==> src/rtl/mem_access_unit.sv <==
// mem_access_unit: load/store initiator for BRAM port B with byte enables and load extension.
// Define MISALIGNED_SPLIT_EN to split misaligned accesses into two word accesses instead of faulting them.
module mem_access_unit #(
  parameter int MEM_SIZE = 8192
) (
  input  logic                        clk,
  input  logic                        rst_n,
  input  logic                        req_valid,
  output logic                        req_ready,
  input  logic                        req_write,
  input  logic [1:0]                  req_size,
  input  logic                        req_unsigned,
  input  logic [31:0]                 req_addr,
  input  logic [31:0]                 req_wdata,
  output logic                        rsp_valid,
  output logic                        rsp_err,
  output logic [31:0]                 rsp_rdata,
  output logic [$clog2(MEM_SIZE)-1:0] mem_addr,
  output logic [31:0]                 mem_wdata,
  output logic [3:0]                  mem_be,
  output logic                        mem_we,
  input  logic [31:0]                 mem_rdata
);
  localparam int AW = $clog2(MEM_SIZE);
`ifdef MISALIGNED_SPLIT_EN
  typedef enum logic [1:0] {IDLE, ISSUE0, ISSUE1, CAPT} state_t;
`else
  typedef enum logic [1:0] {IDLE, ISSUE0, CAPT} state_t;
`endif
  state_t state;
  logic wr_q, uns_q;
  logic [1:0] size_q, off_q, off;
  logic [AW-1:0] base_q;
  logic [3:0] be0_q, be0, nb_mask;
  logic [31:0] wd0_q, wd0, sh, fmt;
  logic [63:0] rd64;
  logic fault;
  assign off = req_addr[1:0];
  assign nb_mask = req_size == 2'd0 ? 4'h1 : req_size == 2'd1 ? 4'h3 : 4'hF;
  assign req_ready = state == IDLE;
`ifdef MISALIGNED_SPLIT_EN
  logic split, split_q;
  logic [7:0] mask8;
  logic [63:0] wd64;
  logic [3:0] be1_q;
  logic [31:0] wd1_q, w0_q;
  assign mask8 = {4'h0, nb_mask} << off;
  assign wd64 = {32'h0, req_wdata} << {off, 3'b000};
  assign be0 = mask8[3:0];
  assign wd0 = wd64[31:0];
  // any enable spilling into the upper nibble means the access crosses a word boundary
  assign split = |mask8[7:4];
  assign fault = req_size == 2'd3 || req_addr >= 32'(MEM_SIZE) ||
                 (split && {req_addr[31:2], 2'b00} + 32'd4 >= 32'(MEM_SIZE));
  assign mem_we = (state == ISSUE0 || state == ISSUE1) && wr_q;
  assign mem_be = state == ISSUE0 ? be0_q : state == ISSUE1 ? be1_q : 4'h0;
  assign mem_addr = state == ISSUE1 ? base_q + AW'(4) : base_q;
  assign mem_wdata = state == ISSUE1 ? wd1_q : wd0_q;
  assign rd64 = split_q ? {mem_rdata, w0_q} : {32'h0, mem_rdata};
`else
  logic [1:0] align_mask;
  assign align_mask = req_size == 2'd0 ? 2'd0 : req_size == 2'd1 ? 2'd1 : 2'd3;
  assign be0 = nb_mask << off;
  assign wd0 = req_wdata << {off, 3'b000};
  assign fault = req_size == 2'd3 || req_addr >= 32'(MEM_SIZE) || |(off & align_mask);
  assign mem_we = state == ISSUE0 && wr_q;
  assign mem_be = state == ISSUE0 ? be0_q : 4'h0;
  assign mem_addr = base_q;
  assign mem_wdata = wd0_q;
  assign rd64 = {32'h0, mem_rdata};
`endif
  assign sh = 32'(rd64 >> {off_q, 3'b000});
  assign fmt = size_q == 2'd0 ? {{24{~uns_q & sh[7]}}, sh[7:0]} :
               size_q == 2'd1 ? {{16{~uns_q & sh[15]}}, sh[15:0]} : sh;
  always_ff @(posedge clk or negedge rst_n)
    if (!rst_n) begin
      state <= IDLE;
      wr_q <= 1'b0;
      uns_q <= 1'b0;
      size_q <= 2'd0;
      off_q <= 2'd0;
      base_q <= '0;
      be0_q <= 4'h0;
      wd0_q <= 32'h0;
      rsp_valid <= 1'b0;
      rsp_err <= 1'b0;
      rsp_rdata <= 32'h0;
`ifdef MISALIGNED_SPLIT_EN
      split_q <= 1'b0;
      be1_q <= 4'h0;
      wd1_q <= 32'h0;
      w0_q <= 32'h0;
`endif
    end else begin
      rsp_valid <= 1'b0;
      rsp_err <= 1'b0;
      case (state)
        IDLE: if (req_valid) begin
          if (fault) begin
            rsp_valid <= 1'b1;
            rsp_err <= 1'b1;
            rsp_rdata <= 32'h0;
          end else begin
            state <= ISSUE0;
            wr_q <= req_write;
            uns_q <= req_unsigned;
            size_q <= req_size;
            off_q <= off;
            base_q <= {req_addr[AW-1:2], 2'b00};
            be0_q <= be0;
            wd0_q <= wd0;
`ifdef MISALIGNED_SPLIT_EN
            split_q <= split;
            be1_q <= mask8[7:4];
            wd1_q <= wd64[63:32];
`endif
          end
        end
`ifdef MISALIGNED_SPLIT_EN
        ISSUE0: state <= split_q ? ISSUE1 : CAPT;
        ISSUE1: begin
          w0_q <= mem_rdata;
          state <= CAPT;
        end
`else
        ISSUE0: state <= CAPT;
`endif
        CAPT: begin
          state <= IDLE;
          rsp_valid <= 1'b1;
          rsp_rdata <= wr_q ? 32'h0 : fmt;
        end
        default: state <= IDLE;
      endcase
    end
endmodule

==> config.mk <==
export PLATFORM = sky130hd
export DESIGN_NAME = mem_access_unit
export DESIGN_NICKNAME = d
export VERILOG_FILES = /design/src/rtl/mem_access_unit.sv
export SDC_FILE = /design/constraint.sdc
export NUM_CORES = 1
export LEC_CHECK = 0
export CORE_MARGIN = 2
export CORE_UTILIZATION = 23
export DETAILED_ROUTE_END_ITERATION = 10
export HOLD_SLACK_MARGIN = 0.03
export SYNTH_ARGS = -nofsm -noshare
export SYNTH_HDL_FRONTEND = slang
export SYNTH_SLANG_ARGS = --single-unit
==> constraint.sdc <==
create_clock -name clk -period 2 [get_ports clk]
set_input_delay 0.5 -clock clk [delete_from_list [all_inputs] [get_ports clk]]
set_output_delay 0.5 -clock clk [all_outputs]
set_load 0.01 [all_outputs]
==> flow_metrics.tcl <==
set metrics [dict create \
    status "complete, no violations" \
    cts.sinks 89 \
    fin_crit_sh_pct 95.7 \
    crit_chain "clkdlybuf4s50_1 -> nand2_1 -> nor4_4 -> buf_6 -> clkbuf_16 -> mux2_4" \
    final_common_cell "clkdlybuf4s50_1" \
    clk_pin_slew_ns 0.06 \
    met2_length_um 7610 \
    dpl.cell_count 860 \
    routed_via_density 4.55 \
    floorplan.die_area_um2 20600 \
    yosysTopAreaCell "dfrtp_1" \
    stdcell_count 886 \
    antenna_found_initial 4 \
    worstPathRequired_ns 2.23 \
    row_count 51 \
    top_layer_used "met5" \
    grt_setup_unrepaired "false" \
    insertion_delay_ns 0.35 \
    r2r_start "state[1]" \
    cp_num_cells 6 \
    power_density_nw_per_um2 576 \
    mostFrequentLayoutCells "clkdlybuf4s50_1 (156), dfrtp_1 (89), nand2_1 (43), mux2i_1 (39), o21ai_0 (31)" \
    critical_path_arrival_ns 2.14 \
    routedWlPerCell_um 18.0 \
    synth.top_cell.area_share_pct 49.6 \
    syn_inst 411 \
    setup_viol 0 \
    fillers 1894 \
    criticalPathCategory "input port to flip-flop" \
    cp_max_fo 6 \
    fin_area_um2 7370 \
    h-tree-depth 3 \
    vias 4032 \
    die_w_um 144 \
    finalPower_mw 4.24 \
    critPathMaxStageDelay_ns 0.49 \
    cts_made_buffers 9 \
    cap_violations 0 \
    yosys_warnings 0 \
    start_kind "input port" \
    initial_core_util_pct 23.3 \
    ys_ff_latch 89 \
    clk_path_buf_depth 2 \
    slowest_stage "clkdlybuf4s50_1" \
    grt_max_degree 39 \
    tightest_slew_ns 0.662 \
    grt.total_usage_pct 15.4 \
    hold_class "input port to async pin" \
    dr_wl_met3_um 1520 \
    drt-total-wl_um 15900 \
    synth-seq-area-share_pct 49.6 \
    syn_area_um2 4490 \
    slew_headroom_pct 55.8 \
    design.core.area_um2 19300 \
    rrSetupSlack_ns 0.18 \
    finalMaxSlewViolations 0 \
    detail-route-antenna-nets 0 \
    first_global_vias 4263 \
    syn_to_final_growth_pct 64.2 \
    grt_pass1_wl_um 24100 \
    r2r_end "mem_wdata[15]" \
    cts_tree "done" \
    critical-path-top-delay-family "buffers and inverters" \
    nNetsFinal 718 \
    hold_buffers 0 \
    hold_violations 0 \
    dp_hpwl_um 11300 \
    port_buffers 185 \
    reg2reg_depth 6 \
    finClkSkew_ns 0.00562 \
    synth_area_leaders "dfrtp_1 (50%), mux2i_1 (8.9%), mux2_1 (8.0%)" \
    synthDistinctLibCells 31 \
    m1WireLength_um 6590 \
    overflow 0 \
    vdd_drop_max_v 0.000400 \
    synth_area_per_cell_um2 10.9 \
    drt_pass1_iterations 4 \
    io-pin-count 188 \
    drive_above_1_share_pct 17.6 \
    critPathBufInv 3 \
    drc 0 \
    utilization_pct 38.2 \
    fin_setup_tns_ns 0 \
    place_area_um2 6830 \
    drtIter0Drc 141 \
    max_freq_mhz 523 \
    p_leak_nw 3.22 \
    place.gp.congestion 0.854 \
    end_kind "flip-flop" \
    crit_path_end "mem_wdata[15]" \
    worstSetupStartpoint "req_valid" \
    die_h_um 144 \
    finalCriticalPeriod_ns 1.91 \
    clockRootBuffer "clkbuf_16" \
]
==> final cells by class <==
cell class,count,area (um^2),share of cell area (%)
repair buffers,221,2210,30.0
well taps,265,332,4.50
diodes,1,2.50,0.0340
clock inverters,5,103,1.39
multi-input cells,285,2220,30.1
inverters,9,33.8,0.459
clock buffers,11,243,3.29
flip-flops and latches,89,2230,30.2
==> layer usage <==
layer / global-route usage (%) / vias to the layer above
met1: 18.1 / 1961
met3: 6.36 / 20
met2: 26.1 / 168
met5: 0 / -
met4: 3.72 / 6
li1: - / 1877
==> metrics by stage <==
step | hold slack, ns | setup slack [ns]
detailed placement | 0.468 | -0.610
global route | 0.158 | 0.00229
global placement | 0.461 | -0.544
floorplan | 0.204 | -0.0560
CTS | 0.136 | 0.000215
finish | 0.135 | 0.0869
==> logic make-up after synthesis <==
logic type,count (synthesis),share of synthesized area (%)
DFF,89,49.6
AOI/OAI and AO/OA,95,14.3
other,1,0.0836
buffers and inverters,38,3.65
muxes,94,22.5
and+or+nand+nor,94,9.82
==> how the worst min path moves through the flow <==
| stage | cells after the start | from | endpoint | slack, ns |
|---|---|---|---|---|
| final | 1 | rst_n | rsp_rdata[6] | 0.13 |
| after global routing | 1 | rst_n | rsp_rdata[6] | 0.16 |
| after CTS | 1 | rst_n | rsp_rdata[6] | 0.14 |
| after global placement | 1 | be0_q[1] | be0_q[1] | 0.46 |
| after detailed placement | 1 | be0_q[1] | be0_q[1] | 0.47 |
| after floorplan | 0 | rst_n | be0_q[0] | 0.20 |
==> power breakdown <==
part | internal, mW | leakage, nW | switching, mW
clock | 1.25 | 0.166 | 0.722
sequential | 1.80 | 1.20 | 0.000479
combinational | 0.252 | 1.85 | 0.215
total | 3.31 | 3.22 | 0.937
==> cells in the mapped netlist <==
master      n
clkbuf_1   15
nor3_1      4
buf_2       8
mux2i_1    40
nor4_4      1
o2bb2ai_1   7
nand2b_1    2
a21o_1      1
mux2_1     32
nand2_1    43
dfrtp_1    89
o21a_1      1
buf_1       3
nor2b_1    13
a211oi_1    9
or2_2       1
nand4_1     1
mux2_2     22
nor4_1      4
and2_1      5
o211ai_1    1
buf_4       3
nor2_1     20
o41ai_2     1
o21ai_0    32
conb_1      1
a22o_1     24
o21bai_1    1
a21oi_1    16
inv_1       9
a221oi_1    2
==> flip-flops by register name, summed over array words and instances, names as in the netlist <==
register and flops:
be0_q 4, mem_addr 11, mem_wdata 32, off_q 2
rsp_err 1, rsp_rdata 32, rsp_valid 1, size_q 2
state 2, uns_q 1, wr_q 1
==> repair_timing <==
action	4_1_cts	5_1_grt
gates resized for setup	42	50
pin swaps	9	6
setup endpoints to repair	89	80
buffers inserted	5	1
gates cloned	3	2
No activity file was read; power rests on OpenSTA's default activity.
